==> src/rtl/alu_pkg.sv <==
// Shared definitions for the RV32I ALU decoder: the one-hot ALU operation
// struct, major opcode constants, operand-select encodings and the decoded
// bundle that travels through the output buffer.
package alu_pkg;

    // One-hot ALU operation. Exactly one primary bit is set for a legal
    // instruction; branches additionally set one of the _B compare bits.
    typedef struct packed {
        logic ADD;
        logic SUB;
        logic SLL;
        logic SLT;
        logic SLTU;
        logic XOR;
        logic SRL;
        logic SRA;
        logic OR;
        logic AND;
        logic SLT_B;
        logic SLTU_B;
        logic SEQ_B;
    } InstructionSetALU;

    // RV32I major opcodes (instr[6:0])
    localparam logic [6:0] OPC_OP     = 7'b0110011;
    localparam logic [6:0] OPC_OP_IMM = 7'b0010011;
    localparam logic [6:0] OPC_BRANCH = 7'b1100011;
    localparam logic [6:0] OPC_LOAD   = 7'b0000011;
    localparam logic [6:0] OPC_STORE  = 7'b0100011;
    localparam logic [6:0] OPC_JALR   = 7'b1100111;
    localparam logic [6:0] OPC_JAL    = 7'b1101111;
    localparam logic [6:0] OPC_LUI    = 7'b0110111;
    localparam logic [6:0] OPC_AUIPC  = 7'b0010111;

    // funct7 values that distinguish ADD/SUB and SRL/SRA
    localparam logic [6:0] F7_BASE = 7'b0000000;
    localparam logic [6:0] F7_ALT  = 7'b0100000;

    // Operand A select
    localparam logic [1:0] IN1_RS1  = 2'd0;
    localparam logic [1:0] IN1_PC   = 2'd1;
    localparam logic [1:0] IN1_ZERO = 2'd2;

    // Operand B select
    localparam logic IN2_RS2 = 1'b0;
    localparam logic IN2_IMM = 1'b1;

    // Everything the decoder hands to the consumer for one instruction
    typedef struct packed {
        InstructionSetALU op;
        logic [31:0]      imm;
        logic [4:0]       rs1;
        logic [4:0]       rs2;
        logic [4:0]       rd;
        logic [1:0]       in1_sel;
        logic             in2_sel;
        logic             b_invert;
        logic             illegal;
    } decode_t;

    // Register-register and register-immediate arithmetic share the funct3 map;
    // alt selects SUB/SRA over ADD/SRL.
    function automatic InstructionSetALU alu_op_from_f3(input logic [2:0] f3, input logic alt);
        InstructionSetALU op;
        op = '0;
        case (f3)
            3'd0: if (alt) op.SUB = 1'b1; else op.ADD = 1'b1;
            3'd1: op.SLL  = 1'b1;
            3'd2: op.SLT  = 1'b1;
            3'd3: op.SLTU = 1'b1;
            3'd4: op.XOR  = 1'b1;
            3'd5: if (alt) op.SRA = 1'b1; else op.SRL = 1'b1;
            3'd6: op.OR   = 1'b1;
            default: op.AND = 1'b1;
        endcase
        return op;
    endfunction

endpackage

==> src/rtl/alu_decode_comb.sv <==
// Purely combinational RV32I decode of one instruction word into a decode_t
// bundle. Unrecognised encodings collapse to a NOP (op, imm and selects zero).
// Build option: ALU_DECODER_ILLEGAL_EN drives the illegal flag; without it the
// flag stays 0 while illegal encodings still decode to NOP.
module alu_decode_comb
    import alu_pkg::*;
(
    input  logic [31:0] instr,
    output decode_t     dec
);

    logic [6:0]  opcode;
    logic [2:0]  f3;
    logic [6:0]  f7;
    logic [31:0] imm_i;
    logic [31:0] imm_s;
    logic [31:0] imm_b;
    logic [31:0] imm_u;
    logic [31:0] imm_j;
    logic        legal;

    assign opcode = instr[6:0];
    assign f3     = instr[14:12];
    assign f7     = instr[31:25];

    assign imm_i = {{20{instr[31]}}, instr[31:20]};
    assign imm_s = {{20{instr[31]}}, instr[31:25], instr[11:7]};
    assign imm_b = {{19{instr[31]}}, instr[31], instr[7], instr[30:25], instr[11:8], 1'b0};
    assign imm_u = {instr[31:12], 12'b0};
    assign imm_j = {{11{instr[31]}}, instr[31], instr[19:12], instr[20], instr[30:21], 1'b0};

    // Opcode/funct decode with a final squash of everything illegal to NOP
    always_comb begin
        dec     = '0;
        legal   = 1'b0;
        dec.rs1 = instr[19:15];
        dec.rs2 = instr[24:20];
        dec.rd  = instr[11:7];

        case (opcode)
            OPC_OP: begin
                if (f7 == F7_BASE || (f7 == F7_ALT && (f3 == 3'd0 || f3 == 3'd5))) begin
                    legal       = 1'b1;
                    dec.op      = alu_op_from_f3(f3, f7 == F7_ALT);
                    dec.in1_sel = IN1_RS1;
                    dec.in2_sel = IN2_RS2;
                end
            end
            OPC_OP_IMM: begin
                dec.in1_sel = IN1_RS1;
                dec.in2_sel = IN2_IMM;
                if (f3 == 3'd1) begin
                    legal   = (f7 == F7_BASE);
                    dec.op  = alu_op_from_f3(f3, 1'b0);
                    dec.imm = {27'b0, instr[24:20]};
                end else if (f3 == 3'd5) begin
                    legal   = (f7 == F7_BASE) || (f7 == F7_ALT);
                    dec.op  = alu_op_from_f3(f3, f7 == F7_ALT);
                    dec.imm = {27'b0, instr[24:20]};
                end else begin
                    // Immediate forms never use SUB, so alt is forced low
                    legal   = 1'b1;
                    dec.op  = alu_op_from_f3(f3, 1'b0);
                    dec.imm = imm_i;
                end
            end
            OPC_BRANCH: begin
                legal       = (f3 != 3'd2) && (f3 != 3'd3);
                dec.op.ADD  = 1'b1;
                dec.in1_sel = IN1_PC;
                dec.in2_sel = IN2_IMM;
                dec.imm     = imm_b;
                // funct3[0] marks the negated compare (BNE/BGE/BGEU)
                dec.b_invert = f3[0];
                case (f3[2:1])
                    2'b00:   dec.op.SEQ_B  = 1'b1;
                    2'b10:   dec.op.SLT_B  = 1'b1;
                    2'b11:   dec.op.SLTU_B = 1'b1;
                    default: dec.op.SEQ_B  = 1'b0;
                endcase
            end
            OPC_LOAD: begin
                legal       = (f3 != 3'd3) && (f3 != 3'd6) && (f3 != 3'd7);
                dec.op.ADD  = 1'b1;
                dec.in1_sel = IN1_RS1;
                dec.in2_sel = IN2_IMM;
                dec.imm     = imm_i;
            end
            OPC_STORE: begin
                legal       = (f3 == 3'd0) || (f3 == 3'd1) || (f3 == 3'd2);
                dec.op.ADD  = 1'b1;
                dec.in1_sel = IN1_RS1;
                dec.in2_sel = IN2_IMM;
                dec.imm     = imm_s;
            end
            OPC_JALR: begin
                legal       = (f3 == 3'd0);
                dec.op.ADD  = 1'b1;
                dec.in1_sel = IN1_RS1;
                dec.in2_sel = IN2_IMM;
                dec.imm     = imm_i;
            end
            OPC_LUI: begin
                legal       = 1'b1;
                dec.op.ADD  = 1'b1;
                dec.in1_sel = IN1_ZERO;
                dec.in2_sel = IN2_IMM;
                dec.imm     = imm_u;
            end
            OPC_AUIPC: begin
                legal       = 1'b1;
                dec.op.ADD  = 1'b1;
                dec.in1_sel = IN1_PC;
                dec.in2_sel = IN2_IMM;
                dec.imm     = imm_u;
            end
            OPC_JAL: begin
                legal       = 1'b1;
                dec.op.ADD  = 1'b1;
                dec.in1_sel = IN1_PC;
                dec.in2_sel = IN2_IMM;
                dec.imm     = imm_j;
            end
            default: legal = 1'b0;
        endcase

        if (!legal) begin
            dec.op       = '0;
            dec.imm      = '0;
            dec.in1_sel  = IN1_RS1;
            dec.in2_sel  = IN2_RS2;
            dec.b_invert = 1'b0;
        end

`ifdef ALU_DECODER_ILLEGAL_EN
        dec.illegal = !legal;
`else
        dec.illegal = 1'b0;
`endif
    end

endmodule

==> src/rtl/alu_decoder.sv <==
// Registered RV32I ALU decoder: valid/ready on both sides with a two-entry
// buffer (output register plus skid register) so in_ready can be a flop.
// Build option: ALU_DECODER_ILLEGAL_EN (handled inside alu_decode_comb).
module alu_decoder
    import alu_pkg::*;
(
    input  logic             clk,
    input  logic             rst_n,
    input  logic             in_valid,
    output logic             in_ready,
    input  logic [31:0]      in_instr,
    output logic             out_valid,
    input  logic             out_ready,
    output InstructionSetALU op,
    output logic [31:0]      imm,
    output logic [4:0]       rs1,
    output logic [4:0]       rs2,
    output logic [4:0]       rd,
    output logic [1:0]       in1_sel,
    output logic             in2_sel,
    output logic             b_invert,
    output logic             illegal
);

    decode_t dec_in;
    decode_t out_data_reg, out_data_next;
    decode_t skid_data_reg, skid_data_next;
    logic    out_valid_reg, out_valid_next;
    logic    skid_valid_reg, skid_valid_next;
    logic    in_ready_reg;
    logic    accept;
    logic    drain;

    alu_decode_comb u_decode (
        .instr (in_instr),
        .dec   (dec_in)
    );

    assign accept = in_valid & in_ready_reg;
    assign drain  = out_valid_reg & out_ready;

    // Buffer next state: the output register is refilled from the skid entry
    // first so the oldest instruction always leaves first
    always_comb begin
        out_valid_next  = out_valid_reg;
        out_data_next   = out_data_reg;
        skid_valid_next = skid_valid_reg;
        skid_data_next  = skid_data_reg;
        if (!out_valid_reg || drain) begin
            if (skid_valid_reg) begin
                out_valid_next  = 1'b1;
                out_data_next   = skid_data_reg;
                skid_valid_next = accept;
                if (accept) begin
                    skid_data_next = dec_in;
                end
            end else begin
                out_valid_next = accept;
                if (accept) begin
                    out_data_next = dec_in;
                end
            end
        end else if (accept) begin
            skid_valid_next = 1'b1;
            skid_data_next  = dec_in;
        end
    end

    // Buffer state; in_ready is held low in reset and then mirrors skid-empty
    always_ff @(posedge clk or negedge rst_n) begin
        if (!rst_n) begin
            out_valid_reg  <= 1'b0;
            out_data_reg   <= '0;
            skid_valid_reg <= 1'b0;
            skid_data_reg  <= '0;
            in_ready_reg   <= 1'b0;
        end else begin
            out_valid_reg  <= out_valid_next;
            out_data_reg   <= out_data_next;
            skid_valid_reg <= skid_valid_next;
            skid_data_reg  <= skid_data_next;
            in_ready_reg   <= !skid_valid_next;
        end
    end

    assign in_ready  = in_ready_reg;
    assign out_valid = out_valid_reg;
    assign op        = out_data_reg.op;
    assign imm       = out_data_reg.imm;
    assign rs1       = out_data_reg.rs1;
    assign rs2       = out_data_reg.rs2;
    assign rd        = out_data_reg.rd;
    assign in1_sel   = out_data_reg.in1_sel;
    assign in2_sel   = out_data_reg.in2_sel;
    assign b_invert  = out_data_reg.b_invert;
    assign illegal   = out_data_reg.illegal;

endmodule

==> config.mk <==
export PLATFORM = sky130hd
export DESIGN_NAME = alu_decoder
export DESIGN_NICKNAME = d
export VERILOG_FILES = /design/src/rtl/alu_pkg.sv /design/src/rtl/alu_decode_comb.sv /design/src/rtl/alu_decoder.sv
export SDC_FILE = /design/constraint.sdc
export NUM_CORES = 1
export LEC_CHECK = 0
export CORE_MARGIN = 1.5
export CORE_UTILIZATION = 42
export DETAILED_ROUTE_END_ITERATION = 10
export HOLD_SLACK_MARGIN = 0.03
export PLACE_DENSITY_LB_ADDON = 0.15
export SLEW_MARGIN = 20
export SYNTH_ARGS = -nofsm -noshare
export SYNTH_HDL_FRONTEND = slang
export SYNTH_HIERARCHICAL = 1
export SYNTH_SLANG_ARGS = --single-unit
==> constraint.sdc <==
create_clock -name clk -period 1.9 [get_ports clk]
set_input_delay 0.285 -clock clk [delete_from_list [all_inputs] [get_ports clk]]
set_output_delay 0.285 -clock clk [all_outputs]
set_load 0.01 [all_outputs]
Yosys cells after proc, flatten, opt, wreduce, memory -nomap -nowiden:

Index checks and enable logic that the tools add are counted.
Widths: inputs -> output; s select.

* register bits: 133
* bits of input ports: 36
* word-level logic and storage cells: 135

* equal/unequal tests: 23
* multiplexer cells: 40
* bitwise operators: 2
* reductions and logical operators: 25

Operators with widths (count)
* $mux 65: 5
* $pmux 32 s6: 1
* $mux 45: 3
* $eq 7x6->1 const B: 4
* $mux 1: 22
* $eq 7x7->1 const B: 3
* $pmux 3 s3: 2
* $pmux 9 s2: 1
* $eq 7x5->1 const B: 2
* $reduce_or 7->1: 2
* $mux 13: 1
* $eq 3x3->1 const B: 3
* $eq 7x2->1 const B: 1
* $logic_not 7->1: 1
* $pmux 1 s7: 1
* $eq 3x2->1 const B: 2
* $logic_or 1x1->1: 6
* $ne 3x2->1 const B: 2
* $ne 3x3->1 const B: 2
* $reduce_or 3->1: 2
* $reduce_or 5->1: 1
* $eq 2x2->1 const B: 2
* $logic_and 1x1->1: 4
* $mux 2: 2
* 12 further kinds: 15

Logic depth before layout (Yosys ltp):

* word-level depth: 10
* mapped depth: 10

Hierarchy:

The synthesis kept the hierarchy.

By module, submodules not included
* alu_decoder: instances 1, cells an instance 357, area each 5733.0 um^2
* alu_decode_comb: instances 1, cells an instance 180, area each 1082.3 um^2

Worst setup path after synthesis:

Ideal clock, no wire load.

* path kind: input-to-reg
* start point: in in_instr[4]
* end point: reg out_data_reg (netlist bit imm[31])
* library setup time: 0.128 ns
* arrival time: 2.049 ns
* path slack: -0.277 ns
* cell stages on the path: 10
* buffers on the path: 3
* path through: clkbuf_1 and3b_1 a21oi_1 a21o_1 o311a_1 buf_6 buf_6 nor2_1 mux2_2 mux2_1

RTL lines
* from (decl): line alu_decoder.sv:11 `input logic [31:0] in_instr,`
* to (signal assigned): line alu_decoder.sv:79 `out_data_reg <= out_data_next;`
* to (decl): line alu_decoder.sv:26 `decode_t out_data_reg, out_data_next;`

==> reports/summary.md <==
Status
• finished clean — run status

Route
• 4754 — via total after detailed routing
• 17.0 mm — overall routed net length
• 5.14 — vias per cell
• 172 — DR iter-0 viols
• 4 — number of iterations in the first detailed-routing pass
• 0 — DRC violations left
• 0 — Final ANT Viol Nets
• 18.4 um — post-detailed-route wirelength per cell

Critical path
• mux2_4 — critical path's most frequent cell
• 6 — maximum fanout along the worst path
• 0.32 ns — Max stage delay on crit path
• multiplexers — family of cells with the greatest summed delay on the critical path
• 2.20 ns — data required time of the critical path
• 2.18 ns — arrival time worst endpoint
• primary input — critical path startpoint category
• flop — Worst setup EP type
• dlygate4sd2_1, nor4_4, buf_4, o211a_1, o211ai_1, nand3_2, and3_1, mux2_4, mux2_4 — worst-path cell chain
• 2 — Critical path buffers and inverters
• o211ai_1 — cell type of the slowest stage on the worst timing path
• primary input to flop — Crit Path Category

STA
• 0.553 ns — Worst-Margin Slew
• 0.384 ns — hold slack
• 0.0229 ns — Final Worst Setup Slack
• 0.0110 ns — clock tree skew after final layout
• 0.533 GHz — maximum clock frequency
• 1.88 ns — final worst path period need
• 0.988 — final worst-path cycle share
• 0 — number of max-slew violations in the final report
• 0.629 — remaining max-slew budget at the tightest pin
• 0 — final hold violations
• 0 ns — sum of negative setup slack
• 0 — Final Setup Violations

Power
• 0.359 — share of total power in sequential cells
• 9650 uW — total power consumption of the routed design
• 1.36 mV — peak ir drop on the vdd network
• 1010 mW/mm2 — Cell Pwr Density
• 2920 uW — net switching component of the power
• 0.324 — Clock Power Share
• 6730 uW — Pint
• 0.317 — fraction of power consumed by combinational cells
• 0.00437 uW — Static Leak
• 0.303 — share of total power consumed by net switching

Clocking
• clkbuf_16 — root buffer selected by CTS
• 0.42 ns — source-to-sink clock delay at the later pin of the worst-skew pair
• 133 — Sinks on Clock Net
• 17 — number of buffers created by CTS
• 2 — maximum buffer depth of the clock tree
• done — clock tree from TritonCTS
• 0.06 ns — post-CTS clock slew at the launch and capture registers of the worst setup and hold paths
• 4 — H-tree Lvls

Logic synthesis
• 0.00682 mm2 — cell area after synthesis
• 0 — EDFF count, synth
• 133 — Yosys reg bits
• 573 — number of nets in the synthesized netlist
• 52 — distinct cell type count of the synthesized netlist
• 1.00 — post-synthesis async set-or-reset flop share
• 6 — warning count from the yosys run
• dfrtp_1 — Most used DFF post-synth
• 12.7 um2 — mean cell area of the mapped netlist
• 537 — Synth Instances
• 0.488 — fraction of the yosys area taken by sequential cells
• dfrtp_1 — cell type contributing the most total cell area after synthesis
• dfrtp_1, mux2_2, mux2_1 — synth top area cells
• 0.488 — portion of synthesized cell area occupied by the leading cell type

Die
• 46 — # rows
• 103 — Ports
• 130 um — die height
• 0.0170 mm2 — die area
• 0.0159 mm2 — CORE AREA
• 130 um — x dimension of the die
• 0.429 — effective utilization at floorplan

Cells and area
• 1326 — number of inserted filler cells in the final layout
• dfrtp_1 — most common library cell in the layout ignoring fill and taps
• 0.00333 mm2 — sequential standard cell area
• 0.436 — layout cells sized above 1
• dfrtp_1, mux2_2, clkdlybuf4s50_1, mux2_1, buf_4 — leading cell types in the layout, fill and taps excluded
• 0 — diode insertion count for antenna repair
• 40.3% — layout-stage area growth over the synthesis result
• 732 — number of nets at the end of the flow
• 0.00355 mm2 — area taken by multi-input logic gates
• 65 — Largest register FFs

Global route
• 0.215 — overall routing resource usage
• 0 — initial antenna violation count
• 48 — pin count of the biggest net entering global routing
• 5026 — number of global-route vias before repair
• 0 — total gr overflow
• 27.4 mm — first-pass GRT wire length

Job
• 0 — number of maximum-capacitance violations

Placed design
• 11.8 mm — final HPWL from detailed placement
• 102 — port buffer count
• -0.822 ns — setup slack at placement
• 0.833 — Placer Congestion

Worst hold path
• primary input to asynchronous set/reset pin — Hold/Removal Path Class

==> synth_stat cells, types with 4 or more instances <==
cell type / n
mux2_1: 86
and2_1: 4
o21ai_0: 6
nor3_1: 6
and3_1: 8
a22oi_1: 4
nand2_1: 29
nand2b_1: 6
clkbuf_1: 8
a21oi_1: 23
nor2_1: 21
buf_2: 8
mux2_2: 109
buf_6: 7
a21oi_2: 4
buf_4: 26
dfrtp_1: 133
==> routing by layer <==
layer,wire length (um),global-route usage,vias up
met5,0,0,-
met4,333,0.0711,0
li1,-,-,2233
met1,7780,0.282,2405
met2,8340,0.356,94
met3,593,0.0440,22
==> metrics by stage <==
stage	area [um2]	util	cells
floorplan	7000	-	537
global placement	8590	0.541	880
detailed placement	8590	0.541	880
CTS	9490	0.597	924
global route	9560	0.602	925
finish	9560	0.602	925
==> repair_timing <==
item / in CTS / in global routing
gates cloned: 3 / 0
gates resized for setup: 65 / 44
endpoints found under the setup margin: 80 / 42
buffers inserted: 8 / 1
pin swaps: 10 / 14
endpoints found under the hold margin: 42 / 0
hold buffers: 1 / 0
==> cell type report <==
cell class,count,share of cell area
multi-input cells,351,0.371
clock inverters,12,0.0111
flip-flops and latches,133,0.349
well taps,216,0.0283
clock buffers,20,0.0478
inverters,2,0.000785
repair buffers,191,0.192
==> logic make-up after synthesis <==
kind of cell | synth area share
simple gates | 0.0795
compound gates | 0.0542
other cells | 0.000550
mux | 0.322
buf+inv | 0.0527
xor+xnor | 0.00257
flops | 0.488
==> worst reg2reg max path: stages (launching register included) <==
cell     delay (ns)
dfrtp_4        0.46
buf_4          0.31
mux2_2         0.38
mux2_1         0.31
==> power groups by stage <==
| stage | Combinational, uW | Clock, uW | Sequential (uW) |
|---|---|---|---|
| floorplan | 1930 | 0 | 3560 |
| global placement | 3030 | 0 | 3500 |
| detailed placement | 3050 | 0 | 3520 |
| CTS | 3100 | 3200 | 3470 |
| global route | 3290 | 3330 | 3520 |
| finish | 3060 | 3130 | 3470 |
==> path summary, 6_finish.rpt <==
check / startpoint / end / slack [ns] / depth (start not counted)
max in group asynchronous: rst_n / skid_data_reg[52] / 0.93 / 3
worst max-delay path: in_instr[27] / imm[5] / 0.02 / 9
worst min-delay path: rst_n / op[6] / 0.38 / 2
worst min register to register: rs1[4] / rs1[4] / 0.49 / 1
worst max register to register: skid_valid_reg / op[2] / 0.32 / 3
min in group clk: in_instr[12] / skid_data_reg[56] / 0.44 / 4
Power figures use the tool's default switching activity.
